## config.mk

```make
export PLATFORM = sky130hd
export DESIGN_NAME = dds_sweep_ctrl
export DESIGN_NICKNAME = d
export VERILOG_FILES = /design/src/rtl/dds_pkg.sv /design/src/rtl/dds_step_calc.sv /design/src/rtl/dds_sweep_ctrl.sv
export SDC_FILE = /design/constraint.sdc
export NUM_CORES = 1
export LEC_CHECK = 0
export CAP_MARGIN = 20
export CORE_MARGIN = 8
export CORE_UTILIZATION = 63
export DETAILED_ROUTE_END_ITERATION = 10
export GPL_TIMING_DRIVEN = 0
export PLACE_DENSITY = 0.88
export SKIP_CTS_REPAIR_TIMING = 1
export SYNTH_ARGS = -nofsm -noshare
export SYNTH_HDL_FRONTEND = slang
export SYNTH_SLANG_ARGS = --single-unit
```

## constraint.sdc

```tcl
create_clock -name i_clk_100m -period 11.9 [get_ports i_clk_100m]
set_input_delay 1.19 -clock i_clk_100m [delete_from_list [all_inputs] [get_ports i_clk_100m]]
set_output_delay 1.19 -clock i_clk_100m [all_outputs]
set_load 0.01 [all_outputs]
```

## src/rtl/dds_pkg.sv

```systemverilog
// dds_pkg: shared encodings and default widths for the DDS sweep sequencer.
//  FREQ_W/DWELL_W/PWM_W : default widths of frequency word, dwell counter, PWM duty
//  wave_e               : wave mux select (sin, tri, square, PWM)
//  mode_e               : sweep mode (single, repeat, ping-pong, reserved = single)
//  state_e              : sequencer states
package dds_pkg;
    localparam int FREQ_W  = 20;
    localparam int DWELL_W = 24;
    localparam int PWM_W   = 7;
    typedef enum logic [1:0] {WAVE_SIN, WAVE_TRI, WAVE_SQUARE, WAVE_PWM} wave_e;
    typedef enum logic [1:0] {MODE_SINGLE, MODE_REPEAT, MODE_PINGPONG, MODE_RSVD} mode_e;
    typedef enum logic [1:0] {ST_IDLE, ST_DWELL, ST_STEP, ST_HOLD} state_e;
endpackage

```

## src/rtl/dds_step_calc.sv

```systemverilog
// dds_step_calc: combinational next frequency point with clamp to target.
//  i_freq       : current frequency word
//  i_target     : endpoint currently moved toward
//  i_alt_target : opposite endpoint, used when a ping-pong turn happens this step
//  i_step       : unsigned step magnitude
//  i_swap       : turn around at the target (ping-pong)
//  o_at_target  : current point is the target (a zero step never moves, so it counts as there)
//  o_next       : next point, clamped so it never passes the effective target
module dds_step_calc import dds_pkg::*; #(
    parameter int W = FREQ_W
) (
    input  logic [W-1:0] i_freq,
    input  logic [W-1:0] i_target,
    input  logic [W-1:0] i_alt_target,
    input  logic [W-1:0] i_step,
    input  logic         i_swap,
    output logic         o_at_target,
    output logic [W-1:0] o_next
);
    logic [W-1:0] w_tgt;
    logic [W:0]   w_sum;
    logic [W:0]   w_diff;
    assign o_at_target = (i_freq == i_target) || (i_step == '0);
    assign w_tgt       = (o_at_target && i_swap) ? i_alt_target : i_target;
    // One extra bit so that overflow past the top and borrow below zero are both visible
    assign w_sum  = {1'b0, i_freq} + {1'b0, i_step};
    assign w_diff = {1'b0, i_freq} - {1'b0, i_step};
    assign o_next = (w_tgt >= i_freq)
                  ? ((w_sum > {1'b0, w_tgt}) ? w_tgt : w_sum[W-1:0])
                  : ((w_diff[W] || (w_diff < {1'b0, w_tgt})) ? w_tgt : w_diff[W-1:0]);
endmodule

```

## src/rtl/dds_sweep_ctrl.sv

```systemverilog
// dds_sweep_ctrl: sweep sequencer driving the DDS phase accumulator and wave mux.
//  i_clk_100m/i_rst_n        : system clock, async active-low reset
//  i_cfg_valid/o_cfg_ready   : descriptor handshake (ready only in IDLE and HOLD)
//  i_cfg_start/stop/step     : sweep endpoints and unsigned step
//  i_cfg_dwell               : cycles per point (0 behaves as 1)
//  i_cfg_mode/wave/pwm       : sweep mode, wave select, PWM duty
//  i_abort                   : return to IDLE, outputs frozen
//  i_phase_wrap              : accumulator overflow pulse, commit point for wave/pwm
//  o_dds_enable              : datapath enable (sweeping or holding a final point)
//  o_freq_word               : frequency control word
//  o_wave_word/o_pwm_word    : committed wave select and PWM duty
//  o_busy/o_done             : sweep running / single sweep finished pulse
module dds_sweep_ctrl import dds_pkg::*; #(
    parameter int FREQ_W  = dds_pkg::FREQ_W,
    parameter int DWELL_W = dds_pkg::DWELL_W,
    parameter int PWM_W   = dds_pkg::PWM_W
) (
    input  logic               i_clk_100m,
    input  logic               i_rst_n,
    input  logic               i_cfg_valid,
    output logic               o_cfg_ready,
    input  logic [FREQ_W-1:0]  i_cfg_start,
    input  logic [FREQ_W-1:0]  i_cfg_stop,
    input  logic [FREQ_W-1:0]  i_cfg_step,
    input  logic [DWELL_W-1:0] i_cfg_dwell,
    input  logic [1:0]         i_cfg_mode,
    input  logic [1:0]         i_cfg_wave,
    input  logic [PWM_W-1:0]   i_cfg_pwm,
    input  logic               i_abort,
    input  logic               i_phase_wrap,
    output logic               o_dds_enable,
    output logic [FREQ_W-1:0]  o_freq_word,
    output logic [1:0]         o_wave_word,
    output logic [PWM_W-1:0]   o_pwm_word,
    output logic               o_busy,
    output logic               o_done
);
    state_e             r_state;
    mode_e              r_mode;
    logic [FREQ_W-1:0]  r_freq, r_start, r_stop, r_step;
    logic [DWELL_W-1:0] r_dwell, r_cnt;
    logic [1:0]         r_wave, r_shadow_wave;
    logic [PWM_W-1:0]   r_pwm, r_shadow_pwm;
    logic               r_pending, r_to_stop, r_busy, r_en, r_ready, r_done;
    logic               w_accept, w_single, w_at_target;
    logic [FREQ_W-1:0]  w_next;
    logic [DWELL_W-1:0] w_dwell_ld;
    assign w_accept   = i_cfg_valid && r_ready;
    assign w_single   = (r_mode == MODE_SINGLE) || (r_mode == MODE_RSVD);
    assign w_dwell_ld = (i_cfg_dwell == '0) ? DWELL_W'(1) : i_cfg_dwell;
    // Direction is implied by which endpoint is the current target (r_to_stop)
    dds_step_calc #(.W(FREQ_W)) u_calc (
        .i_freq       (r_freq),
        .i_target     (r_to_stop ? r_stop : r_start),
        .i_alt_target (r_to_stop ? r_start : r_stop),
        .i_step       (r_step),
        .i_swap       (r_mode == MODE_PINGPONG),
        .o_at_target  (w_at_target),
        .o_next       (w_next)
    );
    always_ff @(posedge i_clk_100m or negedge i_rst_n) begin
        if (!i_rst_n) begin
            r_state       <= ST_IDLE;
            r_mode        <= MODE_SINGLE;
            r_freq        <= '0;
            r_start       <= '0;
            r_stop        <= '0;
            r_step        <= '0;
            r_dwell       <= DWELL_W'(1);
            r_cnt         <= DWELL_W'(1);
            r_wave        <= WAVE_SIN;
            r_shadow_wave <= WAVE_SIN;
            r_pwm         <= '0;
            r_shadow_pwm  <= '0;
            r_pending     <= 1'b0;
            r_to_stop     <= 1'b1;
            r_busy        <= 1'b0;
            r_en          <= 1'b0;
            r_ready       <= 1'b1;
            r_done        <= 1'b0;
        end else begin
            r_done <= 1'b0;
            // Commit uses the shadow as it was before any accept in this same cycle
            if (i_phase_wrap && r_pending && !i_abort) begin
                r_wave    <= r_shadow_wave;
                r_pwm     <= r_shadow_pwm;
                r_pending <= 1'b0;
            end
            if (i_abort) begin
                r_state   <= ST_IDLE;
                r_busy    <= 1'b0;
                r_en      <= 1'b0;
                r_ready   <= 1'b1;
                r_pending <= 1'b0;
            end else if (w_accept) begin
                r_mode        <= mode_e'(i_cfg_mode);
                r_start       <= i_cfg_start;
                r_stop        <= i_cfg_stop;
                r_step        <= i_cfg_step;
                r_dwell       <= w_dwell_ld;
                r_cnt         <= w_dwell_ld;
                r_freq        <= i_cfg_start;
                r_to_stop     <= 1'b1;
                r_shadow_wave <= i_cfg_wave;
                r_shadow_pwm  <= i_cfg_pwm;
                r_pending     <= 1'b1;
                r_state       <= ST_DWELL;
                r_busy        <= 1'b1;
                r_en          <= 1'b1;
                r_ready       <= 1'b0;
            end else begin
                case (r_state)
                    ST_DWELL: begin
                        if (r_cnt == DWELL_W'(1)) r_state <= ST_STEP;
                        else r_cnt <= r_cnt - DWELL_W'(1);
                    end
                    ST_STEP: begin
                        if (w_at_target && w_single) begin
                            r_state <= ST_HOLD;
                            r_busy  <= 1'b0;
                            r_ready <= 1'b1;
                            r_done  <= 1'b1;
                        end else begin
                            r_freq    <= (w_at_target && r_mode == MODE_REPEAT) ? r_start : w_next;
                            r_to_stop <= r_to_stop ^ (w_at_target && r_mode == MODE_PINGPONG);
                            r_cnt     <= r_dwell;
                            r_state   <= ST_DWELL;
                        end
                    end
                    default: ;
                endcase
            end
        end
    end
    assign o_cfg_ready  = r_ready;
    assign o_dds_enable = r_en;
    assign o_freq_word  = r_freq;
    assign o_wave_word  = r_wave;
    assign o_pwm_word   = r_pwm;
    assign o_busy       = r_busy;
    assign o_done       = r_done;
endmodule

```

==> run_results.csv <==
group,metric,value,unit
layout,multiInputGateArea,7470,um2
sta,tightest_slew,1.05,ns
synthesis,synth_area,12000,um2
sta,setup_tns,0,ns
sta,max-slew-margin-rel,28.3,%
clock_network,clock_sinks,156,
detailed_routing,first_iter_violations,1466,
detailed_routing,wl_per_cell,21.8,um
placed_design,placedCellCount,1876,
synthesis,syn_inst,1508,
detailed_routing,post_drt_via_cell_ratio,6.49,
floorplan,die_w,154,um
setup_path,slowest_stage,"o21ai_1",
global_routing,grt_pass1_wl,65.1,mm
status,outcome,"finished clean",
clock_network,clock_latency,0.45,ns
placed_design,io_buffers,132,
clock_network,numCtsBuffers,17,
layout,nets,1860,
layout,drive_above_1_share,5.62,%
clock_network,clk_pin_slew,0.08,ns
global_routing,grt-ovfl-total,0,
layout,area_delta_synth_final,18.7,%
global_routing,grt_pass1_vias,12100,
layout,final_common_cell,"nand2_1",
sta,hold_slack,0.482,ns
sta,fin_ws,3.97,ns
synthesis,yosys.area.top_type,"dfrtp_1",
layout,final-seq-area,3910,um2
global_routing,grt_max_degree,86,
layout,n_fill_cell,1399,
pwr,vdd_drop_max,0.188,mV
placed_design,dp_slack,4.47,ns
synthesis,synth_fp_nets,1707,
floorplan,die_area,23700,um2
sta,drv_slew,0,
placed_design,place_congestion,0.998,
setup_path,timing.critical_path.buf_inv,4,
sta,fmax,126,MHz
setup_path,r2r-start,"r_step[15]",
detailed_routing,ant_nets,0,
sta,skew,0.0130,ns
floorplan,top_level_ports,133,
setup_path,critPathMaxFanout,10,
floorplan,die_y,154,um
synthesis,yosysSeqAreaShare,32.5,%
detailed_routing,dr.pass1.iters,6,
clock_network,cts_tree,"yes",
synthesis,synthArstFlopShare,100,%
sta,fin_crit_sh,66.7,%
global_routing,grt_usage,34.7,%
pwr,p_leak,6.49,nW
synthesis,netlist_top_cells_area,"dfrtp_1 32%, ha_1 10%, nand2_1 9.7%, a21oi_1 5.0%, xnor2_1 4.2%",
detailed_routing,wirelength,41.6,mm
detailed_routing,drc,0,
pwr,p_total,3.77,mW
hold_path,worstHoldStart,"r_shadow_pwm[6]",
synthesis,synth-seq-cells,156,
detailed_routing,num_vias,12400,
run,drv_cap,0,
sta,post-route-min-period,7.93,ns
placed_design,place_hpwl,31.9,mm
setup_path,startpoint_type,"flip-flop",
sta,hold_viol,0,
synthesis,syn_area_per_cell,7.97,um2
layout,instances_no_fill,1909,
sta,finalSetupViolCount,0,
sta,rsz0062_at_grt,"false",
synthesis,synth_top_area_share,31.7,%
clock_network,clk_path_buf_depth,2,
floorplan,num_rows,50,
synthesis,synth_edf_count,0,
pwr,power_density,264,nW/um2
setup_path,cp.arrival,8.27,ns
setup_path,cp-end-kind,"flip-flop",
hold_path,min_path_type,"reg -> reg",
layout,final_cell_mix,"311 x nand2_1, 152 x dfrtp_1, 131 x clkdlybuf4s50_1",
floorplan,start_util,64.2,%
floorplan,core,18700,um2
clock_network,htreeDepth,4,
setup_path,path_delay_family,"compound AO/OA/AOI/OAI gates",
setup_path,worstSetupStartpoint,"r_step[15]",
synthesis,synth.distinct_cells,78,
setup_path,crit_required,12.23,ns
synthesis,ys.flop_type,"dfrtp_1",
setup_path,cpPeakStageDelay,0.77,ns
setup_path,crit_type,"reg -> reg",
clock_network,clock-root-buffer,"clkbuf_16",
setup_path,path_cells,"nor4_1, nand3_1, nor2_1, a21oi_1, a211oi_2, xnor2_1, buf_2, buf_1, mux2_2, inv_1, ha_1, a21o_1, a21oi_1, nor2b_1, o21ai_0, nand2b_1, a21o_1, a211o_1, o32ai_1, a2111oi_2, o21ai_1, buf_2, o21ai_0, o31ai_1",
synthesis,ys_warn_count,0,
global_routing,grt_antenna_before_repair,0,
-- worst reg2reg max path, stage by stage (launching register included) --
cell	delay (ns)
dfrtp_1	0.41
nor4_1	0.67
nand3_1	0.24
nor2_1	0.64
a21oi_1	0.18
a211oi_2	0.26
xnor2_1	0.23
buf_2	0.41
buf_1	0.65
mux2_2	0.45
inv_1	0.09
ha_1	0.24
a21o_1	0.18
a21oi_1	0.16
nor2b_1	0.07
o21ai_0	0.16
nand2b_1	0.09
a21o_1	0.24
a211o_1	0.30
o32ai_1	0.40
a2111oi_2	0.18
o21ai_1	0.77
buf_2	0.40
o21ai_0	0.13
o31ai_1	0.27
-- routing by layer --
layer	share of wire (%)	GRT usage, %	vias to the layer above
met5	0	0	-
met1	39	44.5	5880
met4	5.0	18.2	0
met3	11	8.46	141
li1	-	-	5567
met2	45	53.3	805
-- per-stage QoR --
| step | cell area (um2) | util, % |
|---|---|---|
| 2_1_floorplan | 12000 | - |
| 6_report | 14300 | 76.3 |
| 3_5_place_dp | 13700 | 73.0 |
| 5_1_grt | 14300 | 76.2 |
| 4_1_cts | 14300 | 76.2 |
| 3_3_place_gp | 13600 | 72.9 |
-- registers in the layout, indices dropped and copies added, names as in the netlist, 2 cells and up --
register / count
o_wave_word: 2
o_freq_word: 20
r_start: 20
r_shadow_wave: 2
r_state: 2
r_mode: 2
r_shadow_pwm: 7
r_dwell: 24
r_stop: 20
r_step: 20
o_pwm_word: 7
r_cnt: 24
-- cells by family (layout without fill, tap and decap cells) --
group	after synthesis	in the layout	share of synthesized area, %
AO/OA/AOI/OAI	358	358	19.2
XOR/XNOR	71	71	5.18
buffers and inverters	162	328	5.31
other	0	1	0
flip-flops	156	156	32.5
multiplexers	55	55	4.99
adder cells (fa/ha/maj)	101	101	10.6
AND/OR/NAND/NOR	605	605	22.2
-- final timing paths --
kind	slack, ns	cells past startpoint	end
min	0.48	2	r_shadow_pwm[6]
max reg2reg	3.97	24	o_freq_word[7]
min in group asynchronous	0.74	1	r_cnt[10]
min reg2reg	0.48	2	r_shadow_pwm[6]
max	3.97	24	o_freq_word[7]
max in group asynchronous	10.28	2	o_freq_word[5]
-- cells in the mapped netlist, types with 3 or more instances --
master	instances
nand2_1	311
o221ai_1	4
dfstp_2	4
nor4_2	5
buf_6	3
buf_1	7
nand4_1	9
and3_1	7
o31ai_1	15
o21ai_0	72
clkbuf_1	57
nand3b_1	3
o21bai_1	12
xor2_1	14
mux2i_1	27
buf_2	6
o21a_1	5
nor4_1	22
a21o_1	25
nor3_1	45
ha_1	97
o211ai_1	18
a21boi_0	3
o22ai_1	3
a22oi_1	15
a211o_1	6
o41ai_1	3
nor2b_1	7
and2_1	8
a22o_1	3
xnor2_1	57
inv_1	89
or4_1	5
a21oi_1	119
dfrtp_1	152
a221oi_1	5
a211oi_1	8
mux2_2	26
nand3_1	22
a31oi_1	8
nand2b_1	12
a2111oi_0	6
nor2_1	129
or3_1	11
-- area by class of cell --
| class | instances | share of cell area, % |
|---|---|---|
| Antenna cell | 1 | 0.0175 |
| Buffer | 73 | 2.13 |
| Clock buffer | 17 | 2.98 |
| Clock inverter | 15 | 1.23 |
| Inverter | 89 | 2.34 |
| Multi-Input combinational cell | 1190 | 52.3 |
| Sequential cell | 156 | 27.4 |
| Tap cell | 234 | 2.05 |
| Timing Repair Buffer | 134 | 9.50 |
-- power breakdown --
| part | internal, mW | switching, mW |
|---|---|---|
| registers | 0.681 | 0.215 |
| clock network | 0.283 | 0.280 |
| logic | 0.941 | 1.37 |
(Power assumes the default switching activity.)
==> edit (config.mk and constraints unchanged) <==
Set the package constant `FREQ_W` to 24 (it was 20).
--- a/src/rtl/dds_pkg.sv
+++ b/src/rtl/dds_pkg.sv
@@ -5,5 +5,5 @@
 //  state_e              : sequencer states
 package dds_pkg;
-    localparam int FREQ_W  = 20;
+    localparam int FREQ_W  = 24;
     localparam int DWELL_W = 24;
     localparam int PWM_W   = 7;
Ports: changed (resized i_cfg_start, i_cfg_step, i_cfg_stop and o_freq_word); port bits go from 133 to 149. The function was not compared with the original's and may differ.
==> edit against the unedited design <==
- combinational power rose by 17%
- final area rose by 11%
- sequential power rose by 9.6%
- routed wire length rose by 14%
- first-iteration DRC count rose by 18%
- area after synthesis rose by 11%
- via count rose by 9.9%
- worst setup slack got worse by 410 ps
- sequential cell count rose by 16
- power rose by 13%
- critical path depth rose by 5
- largest power group unchanged
==> edit: results (changes against the unedited design) <==
stage;metric;value;unit;change
routing;vias;13600;;was 12400
setup_path;r2r_slack;3550;ps;was 3970 ps
setup_path;reg2reg_depth;29;;was 24
cells_and_area;drive_gt1_share;5.18;%;was 5.62%
worst_hold_path;hold_class;flop to flop;;unchanged
global_route;grt_pass1_vias;13400;;was 12100
clocking;cts_buffers;17;;unchanged
setup_path;path_max_fanout;10;;unchanged
setup_path;cpMaxStageDelayCell;buf_1;;was o21ai_1
power_and_ir_drop;ir_drop;0.000115;V;was 0.000188 V
logic_synthesis;yosys-top-cells-area;dfrtp_1 (32%), ha_1 (10%), nand2_1 (9.3%);;was dfrtp_1 (32%), ha_1 (10%), nand2_1 (9.7%)
placed_design;gp_congestion;1.01;;was 0.998
logic_synthesis;async_flop_share;100;%;unchanged
timing;relSlewSlack;36.4;%;was 28.3%
global_route;grt_use_total;35.7;%;was 34.7%
logic_synthesis;ys_seq_area_share;32.3;%;was 32.5%
routing;wl_per_cell;22.1;µm;was 21.8 µm
placed_design;port_buffers;147;;was 132
setup_path;cp-startpoint;r_to_stop;;was r_step[15]
cells_and_area;antennaDiodeCount;0;;was 1
setup_path;max_stage_delay;720;ps;was 770 ps
power_and_ir_drop;p_leak;7.37;nW;was 6.49 nW
status;status;complete, no violations;;unchanged
routing;drt_pass1_iterations;6;;unchanged
clocking;clkTransAtPathRegs;80;ps;about the same
placed_design;hpwlAfterDp;36.0;mm;was 31.9 mm
setup_path;worstPathArrival;8710;ps;was 8270 ps
cells_and_area;finish.net_count;2065;;was 1860
logic_synthesis;syn-num-nets;1898;;was 1707
logic_synthesis;ys_top_cells_by_count;nand2_1 (329), dfrtp_1 (168), a21oi_1 (160);;was nand2_1 (311), dfrtp_1 (152), nor2_1 (129)
logic_synthesis;ys_types;83;;was 78
routing;initialDrtViolationCount;1724;;was 1466
clocking;clock_latency;450;ps;about the same
global_route;grt_max_degree;97;;was 86
global_route;grt_pass1_wl;72.9;mm;was 65.1 mm
clocking;cts_max_path_buffers;2;;unchanged
timing;finClkSkew;15.3;ps;was 13.0 ps
setup_path;critPathCapture;o_freq_word[22];;was o_freq_word[7]
==> edit: layout make-up <==
cell class	instances	area, µm²
Fill cell	1616	5110
Multi-Input combinational cell	1315	8290
Sequential cell	172	4310
Tap cell	275	344
Clock buffer	18	429
Timing Repair Buffer	148	1500
Inverter	106	398
Buffer	82	340
Clock inverter	14	169
==> edit: how the worst min path moves through the flow <==
stage	to	startpoint	slack, ps
2_1_floorplan	r_dwell[8]	r_dwell[8]	440
3_3_place_gp	r_shadow_pwm[2]	r_shadow_pwm[2]	450
3_5_place_dp	r_shadow_pwm[1]	r_shadow_pwm[1]	460
4_1_cts	r_dwell[23]	r_dwell[23]	480
5_1_grt	r_dwell[23]	r_dwell[23]	500
6_report	r_shadow_wave[0]	r_shadow_wave[0]	480
==> edit: per-stage QoR <==
stage	util, %	cell area [µm²]	setup slack (ps)	total power, mW	instances
2_1_floorplan	-	13300	5560	2.77	1675
3_3_place_gp	72.5	15200	2430	3.53	2097
3_5_place_dp	72.7	15200	3870	3.59	2098
4_1_cts	75.5	15800	3730	4.19	2130
5_1_grt	75.5	15800	3160	4.54	2130
6_report	75.5	15800	3550	4.27	2130
==> edit: metal layers <==
metal / up-vias / GRT usage (%) / routed length, µm
li1: 6172 / - / -
met1: 6431 / 42.6 / 17700
met2: 829 / 60.5 / 22500
met3: 189 / 7.66 / 4650
met4: 0 / 16.5 / 2270
met5: - / 0 / 0
==> edit: cells by family after synthesis <==
logic type | Yosys count | synth area share [%]
and+or+nand+nor | 635 | 21.4
AOI/OAI and AO/OA | 429 | 20.1
buffers and inverters | 188 | 5.54
DFF | 172 | 32.3
adders and majority gates | 116 | 10.9
xor gates and xnor gates | 76 | 4.99
muxes | 59 | 4.77
==> edit: report_power, final <==
group / total (mW) / switching (mW) / internal, mW
Sequential: 0.982 / 0.234 / 0.748
Combinational: 2.70 / 1.59 / 1.12
Clock: 0.582 / 0.296 / 0.285
Total: 4.27 / 2.12 / 2.15
==> edit: worst max-delay path, delay by kind of cell (launching register included) <==
family	cells	cell delay [ps]
fa+ha+maj	1	200
compound gates	11	2400
simple gates	6	1250
mux	3	1210
buf+inv	7	2430
flops	1	520
xor+xnor	1	230
